<file path="src/rtl/i2s_pkg.sv">
// Constants shared by the I2S transmit and capture paths.
// Default slot geometry and the LRCLK word-select polarity live here.
package i2s_pkg;

  localparam int DEF_SAMPLE_WIDTH = 24;
  localparam int DEF_SLOT_WIDTH   = 32;

  typedef enum logic {
    LRCLK_LEFT  = 1'b0,
    LRCLK_RIGHT = 1'b1
  } lrclk_e;

endpackage

</file>
<file path="src/rtl/i2s_tx_pair_fifo.sv">
// Single-clock FIFO of stereo pairs with registered read data.
// Read data appears on pop_data the cycle after a pop is accepted.
module i2s_tx_pair_fifo #(
  parameter int WIDTH = 48,
  parameter int DEPTH = 8
) (
  input  logic                    wclk,
  input  logic                    rst,
  input  logic                    push,
  input  logic [WIDTH-1:0]        push_data,
  input  logic                    pop,
  output logic [WIDTH-1:0]        pop_data,
  output logic [$clog2(DEPTH):0]  level,
  output logic                    empty,
  output logic                    full
);

  localparam int ADDR_W  = $clog2(DEPTH);
  localparam int LEVEL_W = ADDR_W + 1;

  logic [WIDTH-1:0]   mem [DEPTH];
  logic [WIDTH-1:0]   pop_data_reg;
  logic [ADDR_W-1:0]  wr_ptr_reg;
  logic [ADDR_W-1:0]  rd_ptr_reg;
  logic [LEVEL_W-1:0] level_reg;
  logic               push_ok;
  logic               pop_ok;

  assign empty    = (level_reg == '0);
  assign full     = (level_reg == LEVEL_W'(DEPTH));
  assign push_ok  = push && !full;
  assign pop_ok   = pop && !empty;
  assign level    = level_reg;
  assign pop_data = pop_data_reg;

  // Storage carries no reset so it maps onto RAM; reset only clears pointers.
  always_ff @(posedge wclk) begin
    if (push_ok) begin
      mem[wr_ptr_reg] <= push_data;
    end
    if (pop_ok) begin
      pop_data_reg <= mem[rd_ptr_reg];
    end
  end

  always_ff @(posedge wclk) begin
    if (!rst) begin
      wr_ptr_reg <= '0;
      rd_ptr_reg <= '0;
      level_reg  <= '0;
    end else begin
      if (push_ok) begin
        wr_ptr_reg <= wr_ptr_reg + ADDR_W'(1);
      end
      if (pop_ok) begin
        rd_ptr_reg <= rd_ptr_reg + ADDR_W'(1);
      end
      case ({push_ok, pop_ok})
        2'b10:   level_reg <= level_reg + LEVEL_W'(1);
        2'b01:   level_reg <= level_reg - LEVEL_W'(1);
        default: level_reg <= level_reg;
      endcase
    end
  end

endmodule

</file>
<file path="src/rtl/i2s_tx_serializer.sv">
// I2S playback transmitter: buffers stereo pairs, divides wclk into BCLK/LRCLK
// and shifts each frame out MSB-first with the standard one-bit data delay.
module i2s_tx_serializer
  import i2s_pkg::*;
#(
  parameter int SAMPLE_WIDTH = DEF_SAMPLE_WIDTH,
  parameter int SLOT_WIDTH   = DEF_SLOT_WIDTH,
  parameter int BCLK_DIV     = 4,
  parameter int FIFO_DEPTH   = 8
) (
  input  logic                         wclk,
  input  logic                         rst,
  input  logic [SAMPLE_WIDTH-1:0]      s_left,
  input  logic [SAMPLE_WIDTH-1:0]      s_right,
  input  logic                         s_valid,
  output logic                         s_ready,
  output logic [$clog2(FIFO_DEPTH):0]  fifo_level,
  output logic                         i2s_bclk,
  output logic                         i2s_lrclk,
  output logic                         i2s_sdata,
  output logic                         underflow_error
);

  localparam int FRAME_WIDTH = 2 * SLOT_WIDTH;
  localparam int DIV_W       = $clog2(BCLK_DIV);
  localparam int BIT_W       = $clog2(FRAME_WIDTH);
  localparam int PAIR_WIDTH  = 2 * SAMPLE_WIDTH;

  logic [DIV_W-1:0]       div_cnt_reg, div_cnt_next;
  logic [BIT_W-1:0]       bit_cnt_reg, bit_cnt_next;
  logic                   bclk_reg;
  lrclk_e                 lrclk_reg;
  logic                   sdata_reg;
  logic [FRAME_WIDTH-1:0] shift_reg;
  logic [FRAME_WIDTH-1:0] frame_word;
  logic                   running_reg;
  logic                   started_reg;
  logic                   load_pending_reg;
  logic                   underflow_reg;

  logic                   fall;
  logic                   frame_start;
  logic                   push;
  logic                   pop;
  logic [PAIR_WIDTH-1:0]  pop_data;
  logic                   fifo_empty;
  logic                   fifo_full;

  assign push = s_valid && s_ready;

  i2s_tx_pair_fifo #(
    .WIDTH (PAIR_WIDTH),
    .DEPTH (FIFO_DEPTH)
  ) u_fifo (
    .wclk      (wclk),
    .rst       (rst),
    .push      (push),
    .push_data ({s_left, s_right}),
    .pop       (pop),
    .pop_data  (pop_data),
    .level     (fifo_level),
    .empty     (fifo_empty),
    .full      (fifo_full)
  );

  always_comb begin
    fall         = (div_cnt_reg == DIV_W'(BCLK_DIV - 1));
    frame_start  = fall && (bit_cnt_reg == BIT_W'(FRAME_WIDTH - 1));
    pop          = frame_start && !fifo_empty;
    div_cnt_next = fall ? '0 : div_cnt_reg + DIV_W'(1);
    bit_cnt_next = bit_cnt_reg;
    if (fall) begin
      bit_cnt_next = frame_start ? '0 : bit_cnt_reg + BIT_W'(1);
    end
  end

  // Left sample sits at the top of the first slot, right at the top of the second.
  always_comb begin
    frame_word = '0;
    frame_word[FRAME_WIDTH-1 -: SAMPLE_WIDTH] = pop_data[PAIR_WIDTH-1 -: SAMPLE_WIDTH];
    frame_word[SLOT_WIDTH-1 -: SAMPLE_WIDTH]  = pop_data[SAMPLE_WIDTH-1:0];
  end

  always_ff @(posedge wclk) begin
    if (!rst) begin
      div_cnt_reg      <= '0;
      bit_cnt_reg      <= '0;
      bclk_reg         <= 1'b0;
      lrclk_reg        <= LRCLK_LEFT;
      sdata_reg        <= 1'b0;
      shift_reg        <= '0;
      running_reg      <= 1'b0;
      started_reg      <= 1'b0;
      load_pending_reg <= 1'b0;
      underflow_reg    <= 1'b0;
    end else begin
      div_cnt_reg      <= div_cnt_next;
      bit_cnt_reg      <= bit_cnt_next;
      bclk_reg         <= (div_cnt_next >= DIV_W'(BCLK_DIV / 2));
      lrclk_reg        <= (bit_cnt_next >= BIT_W'(SLOT_WIDTH)) ? LRCLK_RIGHT : LRCLK_LEFT;
      running_reg      <= 1'b1;
      load_pending_reg <= pop;
      underflow_reg    <= frame_start && fifo_empty && started_reg;
      if (pop) begin
        started_reg <= 1'b1;
      end
      // At frame start the old word's LSB goes out (one-bit delay) while the
      // register is cleared; a popped pair lands one cycle later, well before
      // the next falling event since BCLK_DIV is at least 2.
      if (fall) begin
        sdata_reg <= shift_reg[FRAME_WIDTH-1];
        shift_reg <= frame_start ? '0 : (shift_reg << 1);
      end else if (load_pending_reg) begin
        shift_reg <= frame_word;
      end
    end
  end

  assign s_ready         = running_reg && !fifo_full;
  assign i2s_bclk        = bclk_reg;
  assign i2s_lrclk       = lrclk_reg;
  assign i2s_sdata       = sdata_reg;
  assign underflow_error = underflow_reg;

endmodule

</file>
<file path="config.mk">
export PLATFORM = sky130hd
export DESIGN_NAME = i2s_tx_serializer
export DESIGN_NICKNAME = d
export VERILOG_FILES = /design/src/rtl/i2s_pkg.sv /design/src/rtl/i2s_tx_pair_fifo.sv /design/src/rtl/i2s_tx_serializer.sv
export SDC_FILE = /design/constraint.sdc
export NUM_CORES = 1
export LEC_CHECK = 0
export BUFFER_PORTS_ARGS = -buffer_cell sky130_fd_sc_hd__buf_2
export CORE_MARGIN = 1.5
export CORE_UTILIZATION = 35
export DETAILED_ROUTE_END_ITERATION = 10
export GPL_TIMING_DRIVEN = 0
export SLEW_MARGIN = 40
export SYNTH_ARGS = -nofsm -noshare
export SYNTH_HDL_FRONTEND = slang
export SYNTH_SLANG_ARGS = --single-unit
</file>
<file path="constraint.sdc">
create_clock -name wclk -period 8.6 [get_ports wclk]
set_input_delay 0.86 -clock wclk [delete_from_list [all_inputs] [get_ports wclk]]
set_output_delay 0.86 -clock wclk [all_outputs]
set_load 0.005 [all_outputs]
</file>
==> impl.org <==
** Critical path
- For the worst flop-to-flop path, the logic depth is 13.
- STA puts the critical path data arrival time at 3.77 ns.
- The worst setup path is captured at a flop.
- At the worst endpoint, the required time is 9.11 ns.
- STA classifies the critical path startpoint as a flop.
- WS Path Type :: reg -> reg
- Of all nets on the critical path, the largest fanout is 10.

** Hold path
- Counting instances, the worst hold path has a depth of 1.
- The path class of the tightest hold or removal check is reg -> reg.

** Die
- The die is 240 um tall.
- 60 I/O pins were placed.
- Die Wd :: 240 um
- The floorplan step defined a die boundary enclosing 57400 um^2.
- The floorplan step defined a core boundary enclosing 55200 um^2.
- Initial cell density of the core :: 35.5%
- Standard-cell rows :: 86

** Clock network
- Clock tree buffer depth :: 3
- The tree is rooted in a sky130_fd_sc_hd__clkbuf_16.
- Clock slew at reported path FFs :: 0.06 ns
- Buffers added to address setup during post-CTS repair amount to 0.
- The tree built by TritonCTS fans out to 512 sinks.
- At the later pin of the worst-skew pair, clock insertion delay measures 0.60 ns.
- Total of hold buffers inserted after clock tree synthesis :: 0
- CTS tree :: built
- CTS H-Tree Depth :: 2
- Number of clock buffers inserted by TritonCTS :: 53
- Post-CTS Resized :: 0

** Layout
- Share of the core filled with cells in the final layout :: 42.0%
- Multi-input gate area :: 4670 um^2
- Number of diodes :: 0
- Share of post-route cells with drive strength above 1 :: 30.6%
- Number of filler cells placed in the layout :: 4909
- Summing all flip-flop and latch instances after layout gives 14600 um^2.
- Max FFs per register :: 384
- Layout-stage area growth over the synthesis result :: 18.4%
- At the end of the flow, the number of nets in the layout was 1281.

** STA
- Least-Margin Pin Slew :: 0.827 ns
- Part of the cycle the worst path needs :: 37.8%
- Measured against its own limit, the worst slew margin works out to 44.8%.
- The final-report max-slew violation count came to 0.
- Final setup fails :: 0
- Timing would allow up to 0.307 GHz.
- Setup slack closes at 5.35 ns.
- Setup skew after layout :: 0.0162 ns
- The hold violation total from the final report was 0.
- Setup repair after global routing left no endpoint under its margin.
- After layout, the minimum clock period comes to 3.25 ns.

** Logic synthesis
- Post-synthesis sequential element count :: 512
- The synthesized netlist contains 38 unique library cells.
- Proportion of register bits with asynchronous set or reset after synthesis :: 0%
- After synthesis, the mean cell area works out to 18.9 um^2.
- Counting every net in the synthesized netlist gives 1095.
- Number of instances in the synthesized netlist :: 1037
- Sequential-to-total area share from yosys stat :: 74.4%
- Warning count from the yosys run :: 0
- Top flip-flop cell by instance count after synthesis :: sky130_fd_sc_hd__edfxtp_1
- Mapped Area :: 19600 um^2
- Number of enable flip-flop cells after synthesis :: 432

** Routing
- Number of DRC violations after detailed-routing iteration 0 :: 703
- Overall via count from detail_route :: 9753
- Detailed Routing Iterations Pass 1 :: 5
- In this run the top signal layer used is met5.
- Met2 Wirelength :: 18800 um
- In this run the remaining antenna-violating nets after routing total 0.
- After detailed routing, the met3 layer carries 1810 um of wire.
- After detailed routing, the wire length on met1 is 18800 um.
- Final wirelength :: 40500 um
- Mean number of vias per cell :: 4.85
- After detailed routing, the average wire length per cell comes to 20.1 um.
- In the routed design, unresolved DRC markers number 0.

** GRT
- Total global-route track usage :: 14.5%
- Via count of the first global-routing pass :: 10300
- Antenna violations before repair :: 5
- Grt ovf :: 0
- The first global-routing pass estimated 62400 um of wire.
- Pin count of the biggest net entering global routing :: 16

** Power
- Internal power :: 0.00409 W
- The analysis attributes to cell leakage a power of 7.74 nW.
- Across the VDD grid, the largest voltage drop is 0.000125 V.
- In this run the power density over the cells is 220 nW/um^2.
- The share of total power dissipated in the clock network is 43.7%.
- Combinational logic is responsible for 2.6% of the overall power.
- For this design the total switching power over the nets is 0.00100 W.
- Switch share :: 19.6%
- Seq pwr share :: 53.6%
- Tot Pwr :: 0.00509 W

** Place
- Setup slack after placement :: 5.33 ns
- Final GP Congestion :: 0.750
- In this run the tool buffered the top-level ports with 59 buffer cells.
- Total half-perimeter wirelength after legalization and detailed placement :: 27100 um

** Job
- Across the run, the number of max-cap violations was 0.

** Run status
- The flow ran to the end, and the final reports show no timing, DRC or antenna violations.
-- synthesized netlist by cell type (8+ instances only) --
cell	instances	area share, %
sky130_fd_sc_hd__a21oi_1	73	1.9
sky130_fd_sc_hd__a22oi_1	8	0.31
sky130_fd_sc_hd__and2_1	9	0.29
sky130_fd_sc_hd__buf_2	19	0.49
sky130_fd_sc_hd__clkbuf_1	30	0.58
sky130_fd_sc_hd__dfxtp_1	80	8.2
sky130_fd_sc_hd__edfxtp_1	432	66
sky130_fd_sc_hd__inv_1	25	0.48
sky130_fd_sc_hd__mux2_2	18	1.0
sky130_fd_sc_hd__mux2_4	30	2.3
sky130_fd_sc_hd__mux2i_1	31	1.6
sky130_fd_sc_hd__mux4_2	94	11
sky130_fd_sc_hd__nand2_1	10	0.19
sky130_fd_sc_hd__nor2_1	59	1.1
sky130_fd_sc_hd__nor2b_1	38	1.2
sky130_fd_sc_hd__o21ai_0	26	0.66
-- path summary, 6_finish.rpt --
check | from | endpoint | slack (ns)
hold reg to reg | div_cnt_reg[0] | div_cnt_reg[0] | 0.42
hold / removal | div_cnt_reg[0] | div_cnt_reg[0] | 0.42
setup / recovery | div_cnt_reg[1] | u_fifo.level[2] | 5.35
setup reg to reg | div_cnt_reg[1] | u_fifo.level[2] | 5.35
-- through the flow --
| stage | instance area [um^2] | instances | setup TNS (ns) | hold slack (ns) |
|---|---|---|---|---|
| 2_1_floorplan | 19600 | 1037 | 0 | 0.395 |
| 3_3_place_gp | 20800 | 1844 | -234.97 | 0.403 |
| 3_5_place_dp | 21500 | 1915 | 0 | 0.415 |
| 4_1_cts | 23200 | 2012 | 0 | 0.423 |
| 5_1_grt | 23200 | 2013 | 0 | 0.448 |
| 6_report | 23200 | 2013 | 0 | 0.420 |
-- placed cells by master (no fill, tap or decap), types with 3 or more instances in the layout --
master / instances
sky130_fd_sc_hd__edfxtp_1: 432
sky130_fd_sc_hd__buf_2: 104
sky130_fd_sc_hd__mux4_2: 94
sky130_fd_sc_hd__dfxtp_1: 80
sky130_fd_sc_hd__a21oi_1: 73
sky130_fd_sc_hd__nor2_1: 56
sky130_fd_sc_hd__clkbuf_16: 55
sky130_fd_sc_hd__clkbuf_1: 39
sky130_fd_sc_hd__nor2b_1: 38
sky130_fd_sc_hd__mux2i_1: 31
sky130_fd_sc_hd__mux2_4: 30
sky130_fd_sc_hd__buf_4: 29
sky130_fd_sc_hd__o21ai_0: 26
sky130_fd_sc_hd__inv_1: 25
sky130_fd_sc_hd__mux2_2: 18
sky130_fd_sc_hd__clkinv_1: 11
sky130_fd_sc_hd__nand2_1: 10
sky130_fd_sc_hd__buf_6: 9
sky130_fd_sc_hd__and2_1: 9
sky130_fd_sc_hd__a22oi_1: 8
sky130_fd_sc_hd__ha_1: 7
sky130_fd_sc_hd__clkinv_2: 7
sky130_fd_sc_hd__buf_8: 7
sky130_fd_sc_hd__xnor2_1: 6
sky130_fd_sc_hd__clkbuf_2: 5
sky130_fd_sc_hd__buf_12: 4
sky130_fd_sc_hd__xor2_1: 4
sky130_fd_sc_hd__nor3_2: 4
sky130_fd_sc_hd__nand2b_1: 4
sky130_fd_sc_hd__bufinv_16: 4
sky130_fd_sc_hd__clkbuf_8: 4
sky130_fd_sc_hd__nand4_1: 3
sky130_fd_sc_hd__nand3_1: 3
sky130_fd_sc_hd__nor2_4: 3
-- power groups by stage --
stage	registers, W	clock network (W)	logic (W)
after floorplan	0.00278	0	0.0000673
after detailed placement	0.00278	0	0.000135
final	0.00273	0.00223	0.000134
after global placement	0.00279	0	0.000122
after global routing	0.00273	0.00237	0.000149
after CTS	0.00273	0.00228	0.000136
-- kinds of logic after synthesis --
kind of cell               after synthesis  synth area share [%]
AOI/OAI and AO/OA                      112                  3.02
buffers and inverters                   81                  2.04
muxes                                  175                  16.0
xor gates and xnor gates                10                 0.447
adders and majority gates                7                 0.447
DFF                                    512                  74.4
and+or+nand+nor                        140                  3.60
-- layout make-up --
| type | instances | area share, % |
|---|---|---|
| buffer | 56 | 1.35 |
| clock buffer | 73 | 6.40 |
| clock inverter | 24 | 0.923 |
| inverter | 25 | 0.405 |
| multi-input combinational | 444 | 20.1 |
| sequential | 512 | 62.9 |
| tap | 748 | 4.04 |
| timing repair buffer | 131 | 3.85 |
-- routing by layer --
layer  vias up  track usage [%]
li1       4440                -
met1      5025             20.3
met2       201             22.8
met3        79             2.78
met4         8             4.85
met5         -                0
-- critical path, stage by stage, from the launching register on --
cell and delay (ns):
sky130_fd_sc_hd__dfxtp_1 0.41, sky130_fd_sc_hd__ha_1 0.17, sky130_fd_sc_hd__buf_2 0.22, sky130_fd_sc_hd__nand4_1 0.24
sky130_fd_sc_hd__nor3_4 0.50, sky130_fd_sc_hd__buf_6 0.22, sky130_fd_sc_hd__buf_6 0.15, sky130_fd_sc_hd__ha_1 0.27
sky130_fd_sc_hd__xor2_1 0.17, sky130_fd_sc_hd__ha_1 0.16, sky130_fd_sc_hd__a21oi_1 0.05, sky130_fd_sc_hd__xor2_1 0.16
sky130_fd_sc_hd__or3_1 0.30, sky130_fd_sc_hd__a21boi_0 0.16
(Power assumes the default switching activity.)
